**config.mk**
```make
export PLATFORM = sky130hd
export DESIGN_NAME = instr_fetch
export DESIGN_NICKNAME = d
export VERILOG_FILES = /design/src/rtl/ifetch_pkg.sv /design/src/rtl/ifetch_buffer.sv /design/src/rtl/instr_fetch.sv
export SDC_FILE = /design/constraint.sdc
export NUM_CORES = 1
export LEC_CHECK = 0
export BUFFER_PORTS_ARGS = -buffer_cell sky130_fd_sc_hd__buf_2
export CORE_MARGIN = 2
export CORE_UTILIZATION = 35
export CTS_CLUSTER_DIAMETER = 40
export DETAILED_ROUTE_END_ITERATION = 7
export HOLD_SLACK_MARGIN = 0.1
export PLACE_DENSITY_LB_ADDON = 0.3
export REMOVE_ABC_BUFFERS = 1
export SLEW_MARGIN = 20
export SYNTH_ARGS = -nofsm -noshare
export SYNTH_HDL_FRONTEND = slang
export SYNTH_HIERARCHICAL = 1
export SYNTH_SLANG_ARGS = --single-unit
```
**constraint.sdc**
```tcl
create_clock -name clk -period 3.88 [get_ports clk]
set_input_delay 0.194 -clock clk [delete_from_list [all_inputs] [get_ports clk]]
set_output_delay 0.194 -clock clk [all_outputs]
set_load 0.005 [all_outputs]
```
**src/rtl/ifetch_pkg.sv**
```systemverilog
// Shared types and constants for the instruction-fetch stage.
// Define IFETCH_SKID_EN for a 2-entry fetch buffer (1 instr/cycle); default is 1 entry.
package ifetch_pkg;

    localparam logic [31:0] NOP_INSTR = 32'h00000015;

`ifdef IFETCH_SKID_EN
    localparam int BUF_DEPTH = 2;
`else
    localparam int BUF_DEPTH = 1;
`endif

    localparam int CNT_W = $clog2(BUF_DEPTH + 1);

    typedef enum logic [1:0] {RESET, FETCH, DRAIN} state_t;

    typedef struct packed {
        logic [31:0] word;
        logic [31:0] pc;
    } entry_t;

endpackage

```
**src/rtl/ifetch_buffer.sv**
```systemverilog
// Fetch buffer: 1- or 2-entry FIFO of {word, pc}; depth follows IFETCH_SKID_EN.
// Head is entry 0; flush takes priority over enqueue and dequeue.
module ifetch_buffer
    import ifetch_pkg::*;
(
    input  logic             clk,
    input  logic             rst_n,
    input  logic             enq,
    input  entry_t           enq_data,
    input  logic             deq,
    input  logic             flush,
    output entry_t           head,
    output logic             head_valid,
    output logic [CNT_W-1:0] count
);

    entry_t           mem     [BUF_DEPTH];
    entry_t           mem_nxt [BUF_DEPTH];
    logic [CNT_W-1:0] cnt_nxt;

    always_comb begin
        mem_nxt = mem;
        cnt_nxt = count;
        if (flush) begin
            cnt_nxt = '0;
        end else begin
            if (deq && count != '0) begin
                for (int i = 0; i < BUF_DEPTH - 1; i++) mem_nxt[i] = mem[i + 1];
                cnt_nxt = cnt_nxt - CNT_W'(1);
            end
            // Write lands in the first free slot after any dequeue shift.
            if (enq) begin
                for (int i = 0; i < BUF_DEPTH; i++)
                    if (cnt_nxt == CNT_W'(i)) mem_nxt[i] = enq_data;
                cnt_nxt = cnt_nxt + CNT_W'(1);
            end
        end
    end

    always_ff @(posedge clk or negedge rst_n) begin
        if (!rst_n) begin
            count <= '0;
            for (int i = 0; i < BUF_DEPTH; i++) mem[i] <= '0;
        end else begin
            count <= cnt_nxt;
            mem   <= mem_nxt;
        end
    end

    assign head       = mem[0];
    assign head_valid = (count != '0);

endmodule

```
**src/rtl/instr_fetch.sv**
```systemverilog
// Instruction-fetch stage: owns the PC, runs the imem req/ack handshake and applies
// delay-slot-preserving redirects. Buffer depth set by IFETCH_SKID_EN (see ifetch_pkg).
module instr_fetch
    import ifetch_pkg::*;
#(
    parameter logic [31:0] RESET_VECTOR = 32'h00000000
) (
    input  logic        clk,
    input  logic        rst_n,
    input  logic        stall,
    input  logic        redirect,
    input  logic [31:0] redirect_target,
    output logic        imem_req,
    output logic [31:0] imem_addr,
    input  logic        imem_ack,
    input  logic [31:0] imem_rdata,
    output logic [31:0] instruction,
    output logic [31:0] delay,
    output logic [31:0] delay2,
    output logic        bubble
);

    state_t           state, state_nxt;
    logic [31:0]      fpc, fpc_nxt;
    logic [31:0]      ptgt, ptgt_nxt;
    logic             pend, pend_nxt;
    entry_t           head;
    logic             head_valid;
    logic [CNT_W-1:0] count;
    logic             enq, deq, flush, accept, take_redir;
    logic [31:0]      tgt;
    logic             unused_tgt_lsb;

    assign tgt            = {redirect_target[31:2], 2'b00};
    assign unused_tgt_lsb = ^redirect_target[1:0];
    assign take_redir     = redirect && !stall;
    assign deq            = head_valid && !stall;
    assign accept         = imem_req && imem_ack;
    assign imem_addr      = fpc;

    always_comb begin
        state_nxt = state;
        fpc_nxt   = fpc;
        ptgt_nxt  = ptgt;
        pend_nxt  = pend;
        imem_req  = 1'b0;
        enq       = 1'b0;
        flush     = 1'b0;
        case (state)
            RESET: state_nxt = FETCH;
            FETCH: begin
                imem_req = (count != CNT_W'(BUF_DEPTH));
                if (accept) begin
                    enq      = 1'b1;
                    fpc_nxt  = pend ? ptgt : fpc + 32'd4;
                    pend_nxt = 1'b0;
                end
                if (take_redir) begin
                    if (head_valid) begin
                        flush    = 1'b1;
                        enq      = 1'b0;
                        pend_nxt = 1'b0;
                        // Keep fpc on the outstanding address so imem_addr stays
                        // stable; the target is applied when the drained ack lands.
                        if (imem_req && !imem_ack) begin
                            state_nxt = DRAIN;
                            ptgt_nxt  = tgt;
                            fpc_nxt   = fpc;
                        end else begin
                            fpc_nxt = tgt;
                        end
                    end else if (accept) begin
                        fpc_nxt = tgt;
                    end else begin
                        pend_nxt = 1'b1;
                        ptgt_nxt = tgt;
                    end
                end
            end
            DRAIN: begin
                imem_req = 1'b1;
                if (take_redir) ptgt_nxt = tgt;
                if (imem_ack) begin
                    fpc_nxt   = ptgt_nxt;
                    state_nxt = FETCH;
                end
            end
            default: state_nxt = RESET;
        endcase
    end

    always_ff @(posedge clk or negedge rst_n) begin
        if (!rst_n) begin
            state <= RESET;
            fpc   <= RESET_VECTOR;
            ptgt  <= RESET_VECTOR;
            pend  <= 1'b0;
        end else begin
            state <= state_nxt;
            fpc   <= fpc_nxt;
            ptgt  <= ptgt_nxt;
            pend  <= pend_nxt;
        end
    end

    ifetch_buffer u_buf (
        .clk        (clk),
        .rst_n      (rst_n),
        .enq        (enq),
        .enq_data   ('{word: imem_rdata, pc: fpc}),
        .deq        (deq),
        .flush      (flush),
        .head       (head),
        .head_valid (head_valid),
        .count      (count)
    );

    assign instruction = head_valid ? head.word : NOP_INSTR;
    assign delay       = head_valid ? head.pc + 32'd4 : 32'd0;
    assign delay2      = head_valid ? head.pc + 32'd8 : 32'd0;
    assign bubble      = !head_valid;

endmodule

```
==> results.md <==
- Slew Limit Fails: 0
- Synth Flop Type: dfrtp_1
- Syn Inst Count: 906
- DR vias/cell: 5.277
- Row count: 57
- WL/cell: 18.09 um
- Post-synth EDFFs: 0
- Crit-path slowest cell: buf_4
- Hold buffers post-CTS: 63
- Die Area: roughly 26000 sq um
- Slew @ Worst Pin: 0.8006 ns
- Initial antenna violation count: 1
- DP HPWL: 18690 um
- Post-synth top area cell: dfrtp_1
- CP required: 4.18 ns
- Total GRT Usage: 20.39%
- Final setup vio count: 0
- Hold Path Stages: 5
- Core area: 24390 sq um
- FFs w/ async S/R, synth: 100.0%
- R2R depth: 9
- Die Y: 161.7 um
- Worst R2R Start: state[0]
- CTS tree: yes
- Largest net degree at the start of global routing: 72
- CTS buffer count: 17
- RSZ-0062 raised after global routing: false
- Max clock buf depth: 2
- IR Drop Worst-Case VDD: 0.2943 mV
- Vias in the first global route: 7510
- Initial Util: 35.68%
- Share of cells above drive strength 1: 32.01%
- Total gr overflow: 0
- Clock H-tree levels: 4
- Crit path from: state[0]
- Final Net Count: 1220
- Fmax: ~310 MHz
- Pre-CTS WS: around 0.74 ns
- Pre-antenna DRT Iters: 5
- Root Buffer: clkbuf_16
- PostCTS Resize Cnt: 0
- Cell family with most CP delay: compound AO/OA/AOI/OAI gates
- Final Hold Fails: 0
- I/O Buffers: 196
- Layout area overhead: 28.28%
- Clk_lat worst skew: 0.42 ns
- Fin util: a little under half
- Final RePlAce weighted congestion: 0.8394
- PnR Total Power: 8430 uW
- Clk_skew: 0.01267 ns
- Hold Crit Class: in -> reg
- Via count of the routed design: 7815
- Post-synth cell types: 74
- Crit-path cells: inv_1 -> ha_1 -> nand2_1 -> a21oi_2 -> nor2_2 -> o21ai_0 -> a21oi_2 -> buf_4 -> mux2_2
- Crit-path max cell delay: between 0.4 and 0.5 ns
- Post-DRT Antenna Nets: 0
- Postcts setup bufs: 0
- Crit. End Element: flop
- Crit start category: flop
- Final min period: 3.199 ns
- Final period util: 82.44%
- YS warnings: 6
- P_leak: around 0.005 uW
- Die W: roughly 160 um
- WS Path Type: reg -> reg
- Post-synth top area share: 37.95%
- Initial drt markers: 586
- CP Max Fanout: 26
- Fill cell count: approximately 2400
- Top cells by area, synth: dfrtp_1 (38%), mux2_4 (10%), nand2_1 (4.7%)
- Number of synthesized register bits: approximately 130
- Fin cells: 1481
- First-pass GRT wire length: 42300 um
- Ports: 199
- Status: finished clean
- Number of remaining DRC errors: 0
- Slew HR: 46.17%
- Max-Cap Viols: 0
- Sink Count: 132
- Arrival time at the worst endpoint: 3.50 ns
- Worst Path Buf+Inv: 2
- HP Start: imem_ack
- Setup TNS: 0 ns
- CTS clk-pin slew, worst paths: around 0.060 ns
- Placed cell count: 1385
- Most common cell on crit path: a21oi_2
- Mapped cell area: 8703 sq um
- Avg Cell Area, Syn: 9.606 sq um
- Routed Wire Length: 26790 um
- Pwr dens: 755.1 nW/um^2
- Worst path depth: 9
- Setup ws final: 0.6814 ns
- Register area share after synthesis: 37.95%
-- synth_stat cells, types with 9 or more instances --
| library cell | n |
|---|---|
| a21oi_1 | 47 |
| a221oi_1 | 13 |
| and2_1 | 37 |
| and3_1 | 11 |
| and4_1 | 9 |
| buf_2 | 19 |
| clkbuf_1 | 23 |
| dfrtp_1 | 132 |
| inv_1 | 12 |
| mux2_2 | 35 |
| mux2_4 | 60 |
| nand2_1 | 108 |
| nand3_1 | 39 |
| nand4_1 | 20 |
| nor2_1 | 80 |
| nor3_1 | 17 |
| o21ai_0 | 34 |
| xnor2_1 | 24 |
| xor2_1 | 35 |
-- routing by layer --
| metal | share of wire, % | global-route usage (%) | routed length, um | up-vias |
|---|---|---|---|---|
| met5 | 0 | 0 | 0 | - |
| met4 | 2.2 | 6.718 | 589 | 0 |
| met3 | 4.9 | 3.524 | 1321 | 40 |
| met2 | 47 | 32.63 | 12630 | 248 |
| met1 | 46 | 28.11 | 12250 | 3807 |
| li1 | - | - | - | 3720 |
-- stage by stage --
| stage | cell area, sq um | hold slack, ns |
|---|---|---|
| floorplan | 8303 | -0.1016 |
| global placement | 9899 | 0.2694 |
| detailed placement | 9899 | 0.2832 |
| CTS | 11160 | 0.3124 |
| global route | 11160 | 0.3448 |
| finish | 11160 | 0.3248 |
-- placed cells by master (no fill, tap or decap), types with 4 or more instances in the layout --
master,n
bufinv_16,4
a221oi_1,13
and4_1,9
xnor2_1,24
nor3_1,17
o211ai_1,8
nand4_1,20
nand2b_1,6
nor2b_1,4
nand3_1,39
clkbuf_16,17
mux2_2,35
o21ai_0,34
xor2_1,35
inv_1,11
a311oi_1,5
mux2_4,60
dfrtp_1,132
dlygate4sd3_1,63
buf_2,195
a21o_1,4
nand2_1,108
o31ai_1,6
mux2i_1,4
a31oi_1,8
buf_4,20
ha_1,8
and2_1,37
nor2_1,80
a32o_1,6
and3_1,11
or3_1,8
a21oi_1,47
-- worst min-delay path: cells and delay by family --
family	cells	cell delay, ns
buf+inv	1	0.11
simple gates	2	0.17
compound gates	2	0.22
-- final timing paths --
check,slack [ns],end
max,0.68,ptgt[8]
min,0.32,state[0]
max reg2reg,0.68,ptgt[8]
min reg2reg,0.50,u_buf/head[43]
max in group asynchronous,2.57,u_buf/head[11]
min in group asynchronous,0.37,u_buf/count
-- cells by family after synthesis --
group                    Yosys count  synth area share (%)
AND/OR/NAND/NOR                  366                 21.36
buffers and inverters             75                 5.118
flip-flops                       132                 37.95
adder cells (fa/ha/maj)            8                 1.150
multiplexers                      99                 15.34
AO/OA/AOI/OAI                    167                 13.14
XOR/XNOR                          59                 5.937
-- area by class of cell --
cell class / count / area, sq um / share of cell area, %
diodes: 1 / 2.502 / 0.02241
clock buffers: 18 / 429.2 / 3.844
clock inverters: 14 / 202.7 / 1.816
inverters: 12 / 45.04 / 0.4035
multi-input cells: 699 / 4969 / 44.50
flip-flops and latches: 132 / 3303 / 29.59
well taps: 324 / 405.4 / 3.631
repair buffers: 281 / 1808 / 16.19
-- where the power goes --
| part | switching [uW] | total (uW) | internal, uW | leakage [uW] |
|---|---|---|---|---|
| Sequential | 895 | 2920 | 2030 | 0.00163 |
| Combinational | 1850 | 3750 | 1900 | 0.00300 |
| Clock | 667 | 1750 | 1090 | 0.000299 |
Power figures use the tool's default switching activity.
